`config.mk`:
```
export PLATFORM = sky130hd
export DESIGN_NAME = acc_cpu_flat
export DESIGN_NICKNAME = d
export VERILOG_FILES = /design/src/rtl/acc_cpu_if.sv /design/src/rtl/acc_cpu.sv /design/src/flat_wrapper.sv
export SDC_FILE = /design/constraint.sdc
export NUM_CORES = 1
export LEC_CHECK = 0
export ABC_CLOCK_PERIOD_IN_PS = 3300
export CORE_MARGIN = 2
export CORE_UTILIZATION = 24
export DETAILED_ROUTE_END_ITERATION = 8
export GPL_TIMING_DRIVEN = 1
export MAX_ROUTING_LAYER = met4
export SLEW_MARGIN = 10
export SYNTH_ARGS = -nofsm -noshare
export SYNTH_HDL_FRONTEND = slang
export SYNTH_SLANG_ARGS = --single-unit
```
`constraint.sdc`:
```
create_clock -name clk -period 3.3 [get_ports clk]
set_input_delay 0.495 -clock clk [delete_from_list [all_inputs] [get_ports clk]]
set_output_delay 0.495 -clock clk [all_outputs]
set_load 0.01 [all_outputs]
```
`src/rtl/acc_cpu_if.sv`:
```
// Bus bundle for acc_cpu: run/step control, program-load port and the
// architectural outputs. The controller (bench or board loader) is the
// master; the core is the slave.
interface acc_cpu_if #(
    parameter int DATA_W = 4,
    parameter int ADDR_W = 4
);
    logic                run;
    logic                step;
    logic                prog_we;
    logic [ADDR_W-1:0]   prog_addr;
    logic [DATA_W+3:0]   prog_data;
    logic [DATA_W-1:0]   in_port;
    logic [DATA_W-1:0]   out_port;
    logic [ADDR_W-1:0]   pc;
    logic                carry;
    logic                halted;

    modport master (
        output run, step, prog_we, prog_addr, prog_data, in_port,
        input  out_port, pc, carry, halted
    );

    modport slave (
        input  run, step, prog_we, prog_addr, prog_data, in_port,
        output out_port, pc, carry, halted
    );
endinterface

```
`src/rtl/acc_cpu.sv`:
```
// acc_cpu: parametrised single-cycle accumulator CPU with two registers,
// a carry flag, writable program memory, run/single-step control and a
// sticky HLT. One instruction retires per executing clock edge.
module acc_cpu #(
    parameter int DATA_W = 4,
    parameter int ADDR_W = 4
) (
    input  logic         clk,
    input  logic         rst,
    acc_cpu_if.slave     bus
);
    localparam int INSTR_W   = DATA_W + 4;
    localparam int MEM_DEPTH = 1 << ADDR_W;

    typedef enum logic [3:0] {
        OP_ADD_A  = 4'b0000,
        OP_MOV_AB = 4'b0001,
        OP_IN_A   = 4'b0010,
        OP_MOV_AI = 4'b0011,
        OP_MOV_BA = 4'b0100,
        OP_ADD_B  = 4'b0101,
        OP_IN_B   = 4'b0110,
        OP_MOV_BI = 4'b0111,
        OP_NOP_8  = 4'b1000,
        OP_OUT_B  = 4'b1001,
        OP_NOP_A  = 4'b1010,
        OP_OUT_I  = 4'b1011,
        OP_NOP_C  = 4'b1100,
        OP_HLT    = 4'b1101,
        OP_JNC    = 4'b1110,
        OP_JMP    = 4'b1111
    } opcode_t;

    // Architectural state
    logic [DATA_W-1:0]  r_a;
    logic [DATA_W-1:0]  r_b;
    logic               r_carry;
    logic [ADDR_W-1:0]  r_pc;
    logic [DATA_W-1:0]  r_out;
    logic               r_halted;
    logic               r_step_q;
    logic [INSTR_W-1:0] r_mem [MEM_DEPTH];

    // Fetch/decode and next-state values
    logic [INSTR_W-1:0] w_instr;
    opcode_t            w_op;
    logic [DATA_W-1:0]  w_imm;
    logic [DATA_W:0]    w_sum_a;
    logic [DATA_W:0]    w_sum_b;
    logic               w_step_rise;
    logic               w_exec;
    logic [DATA_W-1:0]  w_a_nxt;
    logic [DATA_W-1:0]  w_b_nxt;
    logic               w_carry_nxt;
    logic [ADDR_W-1:0]  w_pc_nxt;
    logic [DATA_W-1:0]  w_out_nxt;
    logic               w_halted_nxt;

    // Combinational fetch: a same-cycle write lands at the edge, so the
    // instruction executing now always sees the old word.
    assign w_instr     = r_mem[r_pc];
    assign w_op        = opcode_t'(w_instr[INSTR_W-1:DATA_W]);
    assign w_imm       = w_instr[DATA_W-1:0];
    assign w_sum_a     = {1'b0, r_a} + {1'b0, w_imm};
    assign w_sum_b     = {1'b0, r_b} + {1'b0, w_imm};
    assign w_step_rise = bus.step & ~r_step_q;
    assign w_exec      = ~r_halted & (bus.run | w_step_rise);

    // Instruction semantics: compute every next-state value for the
    // fetched opcode.
    always_comb begin
        // NOTE: every output gets a default first so no path leaves one
        // unassigned, which would otherwise infer a latch.
        w_a_nxt      = r_a;
        w_b_nxt      = r_b;
        w_carry_nxt  = 1'b0;               // every non-ADD clears carry
        w_pc_nxt     = r_pc + ADDR_W'(1);  // wraps modulo 2^ADDR_W
        w_out_nxt    = r_out;
        w_halted_nxt = r_halted;
        case (w_op)
            OP_ADD_A: begin
                w_a_nxt     = w_sum_a[DATA_W-1:0];
                w_carry_nxt = w_sum_a[DATA_W];
            end
            OP_ADD_B: begin
                w_b_nxt     = w_sum_b[DATA_W-1:0];
                w_carry_nxt = w_sum_b[DATA_W];
            end
            OP_MOV_AI: w_a_nxt   = w_imm;
            OP_MOV_BI: w_b_nxt   = w_imm;
            OP_MOV_AB: w_a_nxt   = r_b;
            OP_MOV_BA: w_b_nxt   = r_a;
            OP_IN_A:   w_a_nxt   = bus.in_port;
            OP_IN_B:   w_b_nxt   = bus.in_port;
            OP_OUT_B:  w_out_nxt = r_b;
            OP_OUT_I:  w_out_nxt = w_imm;
            OP_JMP:    w_pc_nxt  = ADDR_W'(w_imm);
            OP_JNC: begin
                // Tests the carry left by the previous instruction.
                if (!r_carry) w_pc_nxt = ADDR_W'(w_imm);
            end
            OP_HLT: begin
                w_halted_nxt = 1'b1;
                w_pc_nxt     = r_pc;
            end
            default: ;                     // 1000/1010/1100 are NOPs
        endcase
    end

    // Core state register: reset wins, then halted gates execution.
    always_ff @(posedge clk) begin
        // NOTE: state uses non-blocking assignments so every register
        // samples pre-edge values, matching the hardware it describes.
        if (rst) begin
            r_a      <= '0;
            r_b      <= '0;
            r_carry  <= 1'b0;
            r_pc     <= '0;
            r_out    <= '0;
            r_halted <= 1'b0;
            r_step_q <= 1'b0;
        end else begin
            r_step_q <= bus.step;
            if (w_exec) begin
                r_a      <= w_a_nxt;
                r_b      <= w_b_nxt;
                r_carry  <= w_carry_nxt;
                r_pc     <= w_pc_nxt;
                r_out    <= w_out_nxt;
                r_halted <= w_halted_nxt;
            end
        end
    end

    // Program memory write port, independent of run state.
    always_ff @(posedge clk) begin
        // NOTE: the memory array has no reset so it maps onto RAM and a
        // loaded program survives rst.
        if (bus.prog_we) r_mem[bus.prog_addr] <= bus.prog_data;
    end

    assign bus.out_port = r_out;
    assign bus.pc       = r_pc;
    assign bus.carry    = r_carry;
    assign bus.halted   = r_halted;
endmodule
```
`src/flat_wrapper.sv`:
```
// flat-port wrapper written by rule: the top's interface ports become plain ports
module acc_cpu_flat 
#(
    parameter int DATA_W = 4,
    parameter int ADDR_W = 4
)
  (clk, rst, bus_run, bus_step, bus_prog_we, bus_prog_addr, bus_prog_data, bus_in_port, bus_out_port, bus_pc, bus_carry, bus_halted);
  acc_cpu_if #(.DATA_W(DATA_W), .ADDR_W(ADDR_W)) bus_i ();
  input  logic clk;
  input  logic rst;
  input wire logic [$bits(bus_i.run)-1:0] bus_run;
  input wire logic [$bits(bus_i.step)-1:0] bus_step;
  input wire logic [$bits(bus_i.prog_we)-1:0] bus_prog_we;
  input wire logic [$bits(bus_i.prog_addr)-1:0] bus_prog_addr;
  input wire logic [$bits(bus_i.prog_data)-1:0] bus_prog_data;
  input wire logic [$bits(bus_i.in_port)-1:0] bus_in_port;
  output wire logic [$bits(bus_i.out_port)-1:0] bus_out_port;
  output wire logic [$bits(bus_i.pc)-1:0] bus_pc;
  output wire logic [$bits(bus_i.carry)-1:0] bus_carry;
  output wire logic [$bits(bus_i.halted)-1:0] bus_halted;
  assign bus_i.run = bus_run;
  assign bus_i.step = bus_step;
  assign bus_i.prog_we = bus_prog_we;
  assign bus_i.prog_addr = bus_prog_addr;
  assign bus_i.prog_data = bus_prog_data;
  assign bus_i.in_port = bus_in_port;
  assign bus_out_port = bus_i.out_port;
  assign bus_pc = bus_i.pc;
  assign bus_carry = bus_i.carry;
  assign bus_halted = bus_i.halted;
  acc_cpu #(.DATA_W(DATA_W), .ADDR_W(ADDR_W)) u_core (.clk(clk), .rst(rst), .bus(bus_i));
endmodule
```
==> metrics.md, run 1 <==
| Metric | Value |
|---|---|
| Initial antenna violation count | 0 |
| TritonCTS clock tree | built |
| Tcrit/Tclk final | 93.9% |
| Crit path capture type | flop |
| Clock buffer depth | 2 |
| Worst path max stage delay | 0.55 ns |
| First-pass GRT wire length | 22,100 um |
| Drt first pass iters | 4 |
| Synth top area share | 59.4% |
| # DRC | 0 |
| Top area cells in the synthesized netlist | edfxtp_1 (59%), mux4_2 (11%), dfxtp_1 (7.1%), mux2i_1 (4.0%), nor2_1 (1.9%) |
| Outcome | completed |
| Synthesized net count | 418 |
| Max Clock Skew | roughly 0.0093 ns |
| # Max-Cap Violations | 0 |
| Nets | between 400 and 500 |
| Worst slew pin tran | 0.768 ns |
| Core footprint | 26,700 um2 |
| Final Setup Violations | 0 |
| Total Wirelength | 14,600 um |
| Routed WL per cell | 18.4 um |
| Unrepaired setup endpoints after global routing | false |
| Initial Utilization | between 20% and 30% |
| Gr ovfl total | 0 |
| Crit path kind | reg -> reg |
| Worst-path clk slew | 0.07 ns |
| Worst hold path type | reg -> reg |
| Post-synth EDFFs | about 130 |
| Worst Hold Path EP | u_core.r_a[3] |
| Drt initial violations | about 400 |
| Die width | 168 um |
| CTS Root Cell | clkbuf_16 |
| Cell Area, Synth | between 6000 and 7000 um2 |
| GRT Total Usage | 11.0% |
| CTS buffer count | 17 |
| Slew headroom | 48.6% |
| Power Dens Cells | 818 nW/um2 |
| Post-synth top area cell | edfxtp_1 |
| Hold_buf cts | 0 |
| Largest net degree at the start of global routing | 33 |
| Sequential fraction of the synthesis area | approximately two thirds |
| # fillers | 2,630 |
| Port bufs | 30 |
| Max VDD drop | about 0.00037 V |
| Dpl hpwl | between 9000 and 10,000 um |
| Vias in the first global route | 3,646 |
| Ys flop type | edfxtp_1 |
| Diode count | 0 |
| Commonest non-fill, non-tap cell in the layout | edfxtp_1 |
| Final core occ | 29.3% |
| Worst EP arrival | 3.43 ns |
| Skew-Pair Late Insertion Delay | between 0.4 and 0.5 ns |
| Die height | 168 um |
| Syn Inst Count | ~390 |
| # clock sinks | 151 |
| FF-to-FF path depth | 11 |
| Tmin final | 3.10 ns |
| Floorplan row count | 60 |
| TNS Setup | 0 ns |
| Critical path cell sequence | buf_4 > mux4_2 > mux4_2 > ha_1 > a21o_1 > a21oi_1 > xor2_1 > nor2_1 > a211oi_1 > or3_1 > a21oi_1 |
| Placer congestion estimate | 0.869 |
| I/O pin cnt | 31 |
| Critical path startpoint category | flop |
| Mean Syn Cell Area | ~17 um2 |
| Crit-path slowest cell | mux4_2 |
| HP Start | u_core.r_a[3] |
| Register area | between 4000 and 5000 um2 |
| Syn. warnings | 0 |
| Multi-input logic area | 1970 um2 |
| Ys async rst share | 0% |
| Vias post-DR | 3,612 |
| Post-CTS setup buffers | 0 |
| Post-CTS sizing | 0 |
| Die ar. | 28,300 um2 |
| Vias per cell | between 4 and 5 |
| Achievable Freq | 323 MHz |
| Leakage | 2.62 nW |
| Max FO, Critical Path | 8 |
| Flop2flop setup slack | 0.20 ns |
| Share of cells above drive strength 1 | 22.4% |
| Distinct cells, synth | 54 |
| Worst EP required | 3.63 ns |
| H-Tree Depth | 4 |
| Slew Limit Fails | 0 |
| Most frequent cells in the layout | edfxtp_1 (128), nor2_1 (32), mux4_2 (31) |
| Hold Path Depth | 2 |
| Area added between synthesis and finish | 21.2% |
| Fin. Hold Viols | 0 |
| Antenna Nets Post-Route | 0 |
| Worst R2R End | u_core.r_b[3] |
| Seq cells post-synth | between 150 and 200 |
==> area by class of cell <==
type | count | share of cell area, %
Sequential cell | 151 | 54.9
Multi-Input combinational cell | 203 | 25.2
Timing Repair Buffer | 54 | 6.29
Tap cell | 341 | 5.44
Clock buffer | 17 | 5.43
Clock inverter | 15 | 1.98
Inverter | 16 | 0.766
==> layer usage <==
metal  vias to the layer above  GRT usage (%)  share of wire [%]
li1                       1639              -                  -
met4                         0           3.30                1.5
met3                        15           2.75                4.5
met1                      1852           14.2                 46
met2                       106           17.1                 48
met5                         -              -                  0
==> critical path: cells and delay by family, from the launching register on <==
family	cells	cell delay, ns
mux	2	1.08
compound gates	4	0.56
simple gates	2	0.43
flops	1	0.35
fa+ha+maj	1	0.31
buf+inv	1	0.21
xor+xnor	1	0.09
==> cells by family after synthesis <==
family / synth area share (%)
DFF: 66.5
muxes: 16.5
AOI/OAI and AO/OA: 4.47
adders and majority gates: 2.36
and+or+nand+nor: 6.63
xor gates and xnor gates: 0.542
buffers and inverters: 2.96
==> power breakdown <==
group,total [mW],internal (mW),switching [mW]
registers,2.33,2.20,0.129
clock network,1.89,1.07,0.823
logic,2.19,0.999,1.19
==> cell usage after synthesis, drive strengths merged (2+ instances only) <==
cell	n
nand3b	4
xnor2	2
nor2	33
mux4	33
a211oi	6
inv	16
buf	13
a21oi	12
ha	9
nand2b	4
or3	2
and2	3
dfxtp	23
fa	2
o32ai	2
nand3	7
a21o	4
nor3	9
or4	2
o21ai	3
xor2	2
nor2b	3
clkbuf	3
mux2i	26
edfxtp	128
nand2	10
mux2	5
a221oi	5
==> through the flow <==
step | cell area, um2 | power [mW] | worst slack, ns | instances | hold WS, ns
floorplan | 6470 | 3.99 | 0.170 | 386 | 0.450
global placement | 7260 | 4.51 | 0.294 | 765 | 0.472
detailed placement | 7260 | 4.55 | 0.227 | 765 | 0.472
CTS | 7840 | 6.45 | 0.219 | 797 | 0.481
global route | 7840 | 6.74 | 0.0745 | 797 | 0.526
finish | 7840 | 6.41 | 0.201 | 797 | 0.494
==> sequential cells by signal (all words and copies together), names as in the netlist, named ones only <==
name / count
u_core.bus.carry: 1
u_core.r_mem: 128
u_core.bus.out_port: 4
u_core.bus.halted: 1
u_core.r_b: 4
u_core.r_a: 4
u_core.r_step_q: 1
u_core.bus.pc: 4
==> worst max-delay path by stage <==
stage                     to  slack (ns)  cells after the start
6_report       u_core.r_b[3]        0.20                     11
4_1_cts        u_core.r_b[3]        0.22                     11
5_1_grt        u_core.r_b[3]        0.07                     11
3_3_place_gp   u_core.r_a[3]        0.29                     11
2_1_floorplan  u_core.r_a[3]        0.17                     13
3_5_place_dp   u_core.r_b[3]        0.23                     11
No activity file was read; power rests on OpenSTA's default activity.
==> run 2: changes to the inputs <==
Settings changed: CELL_PAD_IN_SITES_DETAIL_PLACEMENT from default to 1, CELL_PAD_IN_SITES_GLOBAL_PLACEMENT from default to 1, PLACE_DENSITY_LB_ADDON from default to 0.1.
==> run 2 against run 1 <==
Sequential cell count unchanged. Critical path depth unchanged. Final area up 0.93%. Setup slack better by 0.026 ns.
==> metrics.md, run 2 (synthesized netlist as in run 1, its figures left out) <==
| Metric | Value |
|---|---|
| Crit path kind | reg -> reg |
| Post-CTS setup buffers | 0 |
| Max VDD drop | 0.000371 V |
| Slew Limit Fails | 0 |
| Worst slew pin tran | 0.648 ns |
| Worst-path clk slew | 0.07 ns |
| Met2 routed WL | 8450 um |
| Combinational power share | about 36% |
| GRT Total Usage | 13.4% |
| Nets | roughly 480 |
| Critical path startpoint category | flop |
| Vias post-DR | 3,631 |
| Flop2flop setup slack | approximately 0.23 ns |
| Clock power share | 28.7% |
| Die ar. | 28,300 um2 |
| Worst hold path type | reg -> reg |
| First-pass GRT wire length | 26,200 um |
| Leakage | 2.65 nW |
| Port bufs | 30 |
| Power Dens Cells | 828 nW/um2 |
| Non-filler cells, final | around 800 |
| Max Clock Skew | 0.0132 ns |
| Fin area | 7910 um2 |
| Drt initial violations | ~190 |
| Worst EP required | 3.65 ns |
| Smallest hold slack | 0.502 ns |
| I/O pin cnt | 31 |
| Final Setup Violations | 0 |
| Diode count | 0 |
| Worst EP arrival | 3.43 ns |
| Top layer in use | met4 |
| Vias in the first global route | approximately 4,000 |
| Int Pwr | 4.28 mW |
| Worst Hold Path EP | u_core.r_a[3] |
| CTS buffer count | 17 |
| Commonest non-fill, non-tap cell in the layout | edfxtp_1 |
| Routed WL per cell | 21.8 um |
| Max FFs per register | 128 |
| Post-CTS sizing | 0 |
| Outcome | completed |
| # clock sinks | 151 |
| Gr ovfl total | 0 |
| Worst R2R End | u_core.r_a[3] |
| Tmin final | 3.07 ns |
| Hold Path Depth | 2 |
| Psw | 2.28 mW |
| Max FO, Critical Path | 10 |
| Share of cells above drive strength 1 | 23.3% |
| Hold_buf cts | 0 |
| Setup ws final | 0.227 ns |
| Floorplan row count | 60 |
| Switching share of total power | 34.7% |
| Pre-CTS setup slack | 0.214 ns |
| Drt first pass iters | 4 |
| # DRC | 0 |
| Die height | between 150 and 200 um |
| Initial Utilization | 24.2% |
| Slew headroom | 56.6% |
| FF-to-FF path depth | 11 |
| Total Wirelength | 17,500 um |
| # Max-Cap Violations | 0 |
| TritonCTS clock tree | built |
| Fin. Hold Viols | 0 |
| Clock buffer depth | 2 |
| CTS Root Cell | clkbuf_16 |
| Placed Cells | around 770 |
| Dpl hpwl | 11,800 um |
| Largest net degree at the start of global routing | 21 |
| Vias per cell | ~4.5 |
| WL met3 | 635 um |
| Core footprint | 26,700 um2 |
| Crit path capture type | flop |
| Most frequent cells in the layout | edfxtp_1 (128), nor2_1 (32), mux4_2 (31) |
| Skew-Pair Late Insertion Delay | 0.43 ns |
| Placed Area | 7320 um2 |
| Initial antenna violation count | 0 |
| Placer congestion estimate | 0.711 |
| Wl on met1 | 8220 um |
| Die width | 168 um |
| Area added between synthesis and finish | 22.3% |
| Sequential power share | 35.3% |
| Reg with most FFs | u_core.r_mem |
| Achievable Freq | 325 MHz |
| Antenna Nets Post-Route | 0 |
| H-Tree Depth | 4 |
| HP Start | u_core.r_a[3] |
| Tcrit/Tclk final | 93.1% |
## run 2: cell types whose count changed in the layout (fill, tap and decap cells not counted), moves of 2 or more
cell / delta
clkinv_8: +2
clkinv_4: +2
inv_6: -2
buf_4: +5
## run 2: power by group through the flow
| stage | sequential [mW] | combinational, mW | clock (mW) |
|---|---|---|---|
| detailed placement | 2.35 | 2.39 | 0 |
| global placement | 2.35 | 2.38 | 0 |
| global route | 2.33 | 2.61 | 2.02 |
| finish | 2.31 | 2.36 | 1.88 |
| floorplan | 2.32 | 1.67 | 0 |
| CTS | 2.31 | 2.40 | 1.94 |
## run 2: stage by stage
stage	power (mW)	utilization, %	TNS [ns]
finish	6.55	29.6	0
global route	6.96	29.6	-0.000581
CTS	6.66	29.5	0
detailed placement	4.74	27.4	0
global placement	4.73	27.4	0
floorplan	3.99	-	0
## run 2: critical path, stage by stage (launching register included)
cell      delay (ns)
dfxtp_2         0.40
buf_12          0.18
mux4_2          0.50
mux4_2          0.56
ha_1            0.32
a21o_1          0.17
a21oi_1         0.18
xor2_1          0.09
nor2_1          0.11
a211oi_1        0.05
or3_1           0.31
a21oi_1         0.14
## run 2: layout make-up
class	instances	area, um2
flip-flops and latches	151	4310
well taps	341	427
repair buffers	61	576
clock inverters	14	141
clock buffers	18	429
inverters	16	60.1
multi-input cells	203	1970
fillers	2771	18800
## run 2: worst max-delay path by stage
stage / startpoint / to
2_1_floorplan: flop / u_core.r_a[3]
5_1_grt: flop / u_core.r_a[3]
6_report: flop / u_core.r_a[3]
4_1_cts: flop / u_core.r_a[2]
3_5_place_dp: flop / u_core.r_a[2]
3_3_place_gp: flop / u_core.r_a[2]
## run 2: per-layer routing
layer,vias up,GRT usage [%]
li1,1652,-
met2,62,21.6
met3,17,3.06
met5,-,-
met1,1900,17.2
met4,0,3.45
==> run 3: changes to the inputs <==
Settings changed: ABC_CLOCK_PERIOD_IN_PS 3300 to default.
==> results of run 3 <==
Same layout as run 2: the final DEF is identical, and so are final timing and power.
